[config.mk]
export PLATFORM = sky130hd
export DESIGN_NAME = vid_timing_gen
export DESIGN_NICKNAME = d
export VERILOG_FILES = /design/src/rtl/vid_timing_gen.sv
export SDC_FILE = /design/constraint.sdc
export NUM_CORES = 1
export LEC_CHECK = 0
export CORE_ASPECT_RATIO = 0.9
export CORE_MARGIN = 2
export CORE_UTILIZATION = 40
export DETAILED_ROUTE_END_ITERATION = 12
export GPL_TIMING_DRIVEN = 0
export PLACE_DENSITY = 0.67
export SYNTH_ARGS = -nofsm -noshare
export SYNTH_HDL_FRONTEND = slang
export SYNTH_SLANG_ARGS = --single-unit
[constraint.sdc]
create_clock -name clk -period 5.98 [get_ports clk]
set_clock_uncertainty 0.2 [all_clocks]
set_input_delay 1.495 -clock clk [delete_from_list [all_inputs] [get_ports clk]]
set_output_delay 1.495 -clock clk [all_outputs]
set_load 0.005 [all_outputs]
[src/rtl/vid_timing_gen.sv]
// vid_timing_gen: VESA-style raster timing (vde/hsync/vsync) plus a selectable
// 24-bit test pattern on the {R,B,G} pixel bus. All outputs are registered one
// cycle behind the raster counters.
// Optional build macro: VTG_CROSSHAIR_EN forces a white crosshair through the
// centre of the active area. The crosshair is applied after inversion.
module vid_timing_gen #(
    parameter int unsigned H_ACTIVE = 640,
    parameter int unsigned H_FP     = 16,
    parameter int unsigned H_SYNC   = 96,
    parameter int unsigned H_BP     = 48,
    parameter int unsigned V_ACTIVE = 480,
    parameter int unsigned V_FP     = 10,
    parameter int unsigned V_SYNC   = 2,
    parameter int unsigned V_BP     = 33,
    parameter bit          SYNC_POL = 1'b0
) (
    input  logic        clk,
    input  logic        rst_n,
    input  logic        en,
    input  logic [3:0]  sw,
    output logic [23:0] data_o,
    output logic        vde_o,
    output logic        hsync_o,
    output logic        vsync_o,
    output logic        frame_start_o,
    output logic [15:0] frame_cnt_o
);

    localparam int unsigned H_TOTAL  = H_ACTIVE + H_FP + H_SYNC + H_BP;
    localparam int unsigned V_TOTAL  = V_ACTIVE + V_FP + V_SYNC + V_BP;
    localparam int unsigned HW       = $clog2(H_TOTAL);
    localparam int unsigned VW       = $clog2(V_TOTAL);
    localparam int unsigned BAR_W    = H_ACTIVE / 8;
    localparam int unsigned HS_START = H_ACTIVE + H_FP;
    localparam int unsigned HS_END   = HS_START + H_SYNC;
    localparam int unsigned VS_START = V_ACTIVE + V_FP;
    localparam int unsigned VS_END   = VS_START + V_SYNC;

    logic [HW-1:0] h_cnt;
    logic [VW-1:0] v_cnt;
    logic [2:0]    pat_q;

    logic          h_last_c;
    logic          v_last_c;
    logic          origin_c;
    logic [2:0]    pat_sel_c;
    logic          active_c;
    logic          hs_c;
    logic          vs_c;
    logic [2:0]    bar_c;
    logic          chk_c;
    logic [7:0]    ramp_c;
    logic [23:0]   pix_c;
    logic [HW-1:0] h_nxt_c;
    logic [VW-1:0] v_nxt_c;

    // sw[3] is reserved and deliberately ignored
    logic unused_sw;
    assign unused_sw = sw[3];

    // Raster decode and pixel generation from the current counter position
    always_comb begin
        h_last_c  = (h_cnt == HW'(H_TOTAL - 1));
        v_last_c  = (v_cnt == VW'(V_TOTAL - 1));
        origin_c  = (h_cnt == '0) && (v_cnt == '0);
        // A new selection takes effect from the very first pixel of the frame
        pat_sel_c = origin_c ? sw[2:0] : pat_q;
        active_c  = (h_cnt < HW'(H_ACTIVE)) && (v_cnt < VW'(V_ACTIVE));
        hs_c      = (h_cnt >= HW'(HS_START)) && (h_cnt < HW'(HS_END));
        vs_c      = (v_cnt >= VW'(VS_START)) && (v_cnt < VW'(VS_END));
        bar_c     = 3'(32'(h_cnt) / BAR_W);
        chk_c     = 1'((32'(h_cnt) ^ 32'(v_cnt)) >> 5);
        ramp_c    = 8'(h_cnt);
        h_nxt_c   = h_last_c ? '0 : h_cnt + HW'(1);
        v_nxt_c   = v_cnt;
        if (h_last_c) begin
            v_nxt_c = v_last_c ? '0 : v_cnt + VW'(1);
        end

        pix_c = 24'h000000;
        case (pat_sel_c[1:0])
            2'd0: begin
                case (bar_c)
                    3'd0:    pix_c = 24'hFFFFFF; // white
                    3'd1:    pix_c = 24'hFF00FF; // yellow
                    3'd2:    pix_c = 24'h00FFFF; // cyan
                    3'd3:    pix_c = 24'h0000FF; // green
                    3'd4:    pix_c = 24'hFFFF00; // magenta
                    3'd5:    pix_c = 24'hFF0000; // red
                    3'd6:    pix_c = 24'h00FF00; // blue
                    default: pix_c = 24'h000000; // black
                endcase
            end
            2'd1:    pix_c = 24'h808080;
            2'd2:    pix_c = {ramp_c, ramp_c, ramp_c};
            default: pix_c = chk_c ? 24'hFFFFFF : 24'h000000;
        endcase
        if (pat_sel_c[2]) begin
            pix_c = ~pix_c;
        end
`ifdef VTG_CROSSHAIR_EN
        if ((h_cnt == HW'(H_ACTIVE / 2)) || (v_cnt == VW'(V_ACTIVE / 2))) begin
            pix_c = 24'hFFFFFF;
        end
`endif
        if (!active_c) begin
            pix_c = 24'h000000;
        end
    end

    // Counters, pattern register and registered outputs
    always_ff @(posedge clk or negedge rst_n) begin
        if (!rst_n) begin
            h_cnt         <= '0;
            v_cnt         <= '0;
            pat_q         <= '0;
            data_o        <= '0;
            vde_o         <= 1'b0;
            hsync_o       <= ~SYNC_POL;
            vsync_o       <= ~SYNC_POL;
            frame_start_o <= 1'b0;
            frame_cnt_o   <= '0;
        end else if (!en) begin
            h_cnt         <= '0;
            v_cnt         <= '0;
            data_o        <= '0;
            vde_o         <= 1'b0;
            hsync_o       <= ~SYNC_POL;
            vsync_o       <= ~SYNC_POL;
            frame_start_o <= 1'b0;
        end else begin
            h_cnt         <= h_nxt_c;
            v_cnt         <= v_nxt_c;
            pat_q         <= pat_sel_c;
            data_o        <= pix_c;
            vde_o         <= active_c;
            hsync_o       <= hs_c ? SYNC_POL : ~SYNC_POL;
            vsync_o       <= vs_c ? SYNC_POL : ~SYNC_POL;
            frame_start_o <= origin_c;
            if (h_last_c && v_last_c) begin
                frame_cnt_o <= frame_cnt_o + 16'd1;
            end
        end
    end

endmodule

==> summary.log <==
qor: status.run_status finished clean
qor: global_routing.gr-total-overflow 0
qor: clocking.cts_hold_repair.buffers 0
qor: hold_path.min_path_type reg2reg
qor: drt.finalWirelength 8830 microns
qor: drt.drt_antenna_net_count 0
qor: worst_setup_path.cp_num_cells 9
qor: logic_synthesis.synth.yosys.warnings 0
qor: worst_setup_path.criticalPathCategory in2reg
qor: die.floorplan.initialDensity 0.409
qor: clocking.clock_tree.root_cell sky130_fd_sc_hd__clkbuf_8
qor: flow_run.maxCapViolCount 0
qor: final_layout.design.final.nets 480
qor: die.die-height 98.1 microns
qor: global_routing.number_of_global_route_vias_before_repair 2978
qor: drt.wl_per_cell 14.8 microns
qor: timing.drv_slew 0
qor: logic_synthesis.synth_ff_type sky130_fd_sc_hd__dfrtp_1
qor: worst_setup_path.path_delay_family simple AND/OR/NAND/NOR gates
qor: pwr.power.total 1.32 mW
qor: logic_synthesis.netlist.top_cell.by_area sky130_fd_sc_hd__dfrtp_1
qor: timing.period_share 0.665
qor: pwr.power.clock.fraction 0.322
qor: timing.final.hold.worst_slack 0.281 ns
qor: global_routing.initial_antenna_violation_count 0
qor: logic_synthesis.yosys_register_bits 67
qor: die.core-area 0.00961 sq mm
qor: worst_setup_path.start_kind primary input
qor: timing.rsz0062_at_grt no
qor: logic_synthesis.yosys.area_share.xor_xnor 0.0847
qor: pwr.power_frac_comb 0.281
qor: logic_synthesis.adder_and_majority_cell_fraction_of_the_synthesized_area 0.0191
qor: timing.worst_slew_pin_slew 0.816 ns
qor: worst_setup_path.crit_start en
qor: worst_setup_path.max_incr_delay_on_cp 0.60 ns
qor: pwr.vdd.ir_drop.worst 0.129 mV
qor: timing.final_report_hold_violation_count 0
qor: worst_setup_path.timing.critical_path.to_type register
qor: clocking.worstSkewPairLatency 0.36 ns
qor: clocking.cts-buffers-inserted 9
qor: logic_synthesis.yosys.area_share.simple 0.228
qor: hold_path.hold_path.startpoint frame_cnt_o[15]
qor: timing.max_slew_margin 0.456
qor: drt.route.detailed.drc 0
qor: logic_synthesis.syn-mean-instance-area 9.66 sq um
qor: die.rows 34
qor: pwr.power.share.sequential 0.397
qor: worst_setup_path.worst_reg2reg_path_startpoint h_cnt[8]
qor: global_routing.first_pass_grt_wire_length 14600 microns
qor: timing.achievable-frequency 252 MHz
qor: worst_setup_path.crit_required 6.04 ns
qor: pwr.leakagePower 2.06 nW
qor: global_routing.grt_start_max_net_pins 68
qor: worst_setup_path.worst-endpoint-arrival 4.03 ns
qor: final_layout.antenna_cells 0
qor: logic_synthesis.synth_top_area_share 0.414
qor: placed_design.place.detailed.hpwl 6330 microns
qor: worst_setup_path.timing.critical_path.buf_inv 4
qor: drt.drt-pass1-iter-count 5
qor: drt.drt-initial-drc-count 160
qor: final_layout.flow.area_growth_from_synthesis 22.1%
qor: timing.final_total_negative_setup_slack 0 ns
qor: worst_setup_path.crit_fanout 9
qor: logic_synthesis.synth_top_family_by_area simple AND/OR/NAND/NOR gates
qor: clocking.postCtsSetupBuffers 0
qor: logic_synthesis.synth-async-reset-ratio 1.00
qor: die.fp.dieW 109 microns
qor: clocking.cts.repair.resized 0
qor: drt.post_drt_via_cell_ratio 5.43
qor: pwr.net_switching_power 0.383 mW
qor: logic_synthesis.sequential_fraction_of_the_synthesis_area 0.427
qor: logic_synthesis.synth_fp_nets 420
qor: logic_synthesis.synthesized_instance_count 407
qor: logic_synthesis.synth_compound_area_frac 0.182
qor: timing.setup_viol 0
qor: worst_setup_path.reg2reg_depth 11
qor: die.boundaryPins 51
qor: clocking.clkSlewWorstSetupHoldPaths 0.07 ns
qor: global_routing.track_usage 0.174
qor: placed_design.total_of_buffers_placed_on_input_and_output_ports 49
qor: timing.post_route_minimum_period 3.98 ns
qor: worst_setup_path.critical_path.most_common_cell sky130_fd_sc_hd__inv_1
qor: logic_synthesis.synthesis.area 0.00393 sq mm
qor: placed_design.place_congestion 0.842
qor: clocking.tritoncts built
qor: drt.via_count 3245
qor: die.design.die.area 0.0106 sq mm
qor: worst_setup_path.crit_path_cell_trace clkdlybuf4s50_1 > inv_1 > nor2_1 > nand3_1 > inv_1 > nand2_1 > or4_1 > buf_2 > o211ai_1
qor: hold_path.min_path_cells 1
qor: pwr.cellPowerDensity 275 mW/mm^2
qor: clocking.htree_levels 3
qor: logic_synthesis.synth.lib_cells_used.distinct 66
qor: final_layout.layout-drive-gt1-share 0.136
qor: logic_synthesis.yosys-top-cells-area sky130_fd_sc_hd__dfrtp_1 41%, sky130_fd_sc_hd__xnor2_1 5.8%, sky130_fd_sc_hd__nor2_1 3.8%
qor: pwr.netSwitchingFraction 0.290
qor: logic_synthesis.number_of_enable_flip_flop_cells_after_synthesis 0
qor: logic_synthesis.synthMuxAreaShare 0.0169
qor: worst_setup_path.cpMaxStageDelayCell sky130_fd_sc_hd__clkdlybuf4s50_1
qor: clocking.ctsLongestPathBuffers 2
qor: pwr.power.internal 0.937 mW
qor: clocking.tritoncts_num_sinks 67
[sequential cells by signal, summed over array words and instances (netlist names)]
register / cells
pat_q: 3
vsync_o: 1
vde_o: 1
v_cnt: 10
data_o: 24
frame_start_o: 1
h_cnt: 10
frame_cnt_o: 16
hsync_o: 1
[routing by layer]
metal	vias to the layer above	GRT usage	share of wire
met1	1577	0.244	0.49
met2	63	0.267	0.46
met5	-	0	0
met3	11	0.0360	0.040
li1	1594	-	-
met4	0	0.0631	0.014
[cells in the final DEF, fill, tap and decap left out, drive strengths merged, types with 3 or more instances in the layout]
cell,count
xnor2,26
o32ai,6
o211ai,11
nor2,41
xor2,12
nand4,16
ha,6
nor3,10
clkbuf,18
a31oi,3
mux2,5
and4,3
inv,15
o31a,8
nor2b,7
nand2,22
dfrtp,65
nand3,22
and3,20
a21oi,21
and2,3
clkdlybuf4s50,48
buf,15
o21ai,22
[layout make-up]
class	instances	area [sq um]
plain buffers	23	118
clock buffers	9	124
clock inverters	7	98.8
fillers	907	4810
inverters	13	48.8
multi-input cells	304	2090
flip-flops and latches	67	1680
well taps	126	158
repair buffers	49	488
[power groups by stage]
stage	Sequential, mW	Clock [mW]	Combinational (mW)
global placement	0.533	0	0.365
detailed placement	0.534	0	0.370
finish	0.524	0.426	0.371
global route	0.530	0.456	0.407
floorplan	0.540	0	0.212
CTS	0.524	0.432	0.372
[per-stage QoR]
step / cells / worst slack, ns / cell area, sq um / util
global placement: 582 / 1.06 / 4580 / 0.476
finish: 598 / 2.00 / 4800 / 0.499
detailed placement: 582 / 1.70 / 4580 / 0.476
floorplan: 407 / 2.82 / 3930 / -
global route: 598 / 1.86 / 4800 / 0.499
CTS: 598 / 2.05 / 4800 / 0.499
[cell families (layout without fill, tap and decap cells)]
kind of cell,Yosys count,count (layout)
buffers and inverters,36,101
adders and majority gates,6,6
and+or+nand+nor,160,160
muxes,6,6
xor gates and xnor gates,38,38
AOI/OAI and AO/OA,94,94
DFF,67,67
[Yosys cell counts, drive strengths merged (3+ instances only)]
library cell	number
inv	13
nor2b	7
dfrtp	65
nor2	41
xor2	12
a31oi	3
o32ai	6
nand2	22
buf	14
a21oi	21
nand3	22
xnor2	26
nand4	16
o21ai	22
and2	3
o211ai	11
ha	6
clkbuf	9
and3	20
mux2	5
o31a	8
and4	3
nor3	10
[final timing paths]
path                              endpoint  slack, ns
min                        frame_cnt_o[15]       0.28
min in group asynchronous        data_o[6]       1.02
max reg2reg                     data_o[14]       2.57
min reg2reg                frame_cnt_o[15]       0.28
max in group asynchronous         v_cnt[6]       4.02
max                             data_o[14]       2.00
No activity file was read; power rests on OpenSTA's default activity.
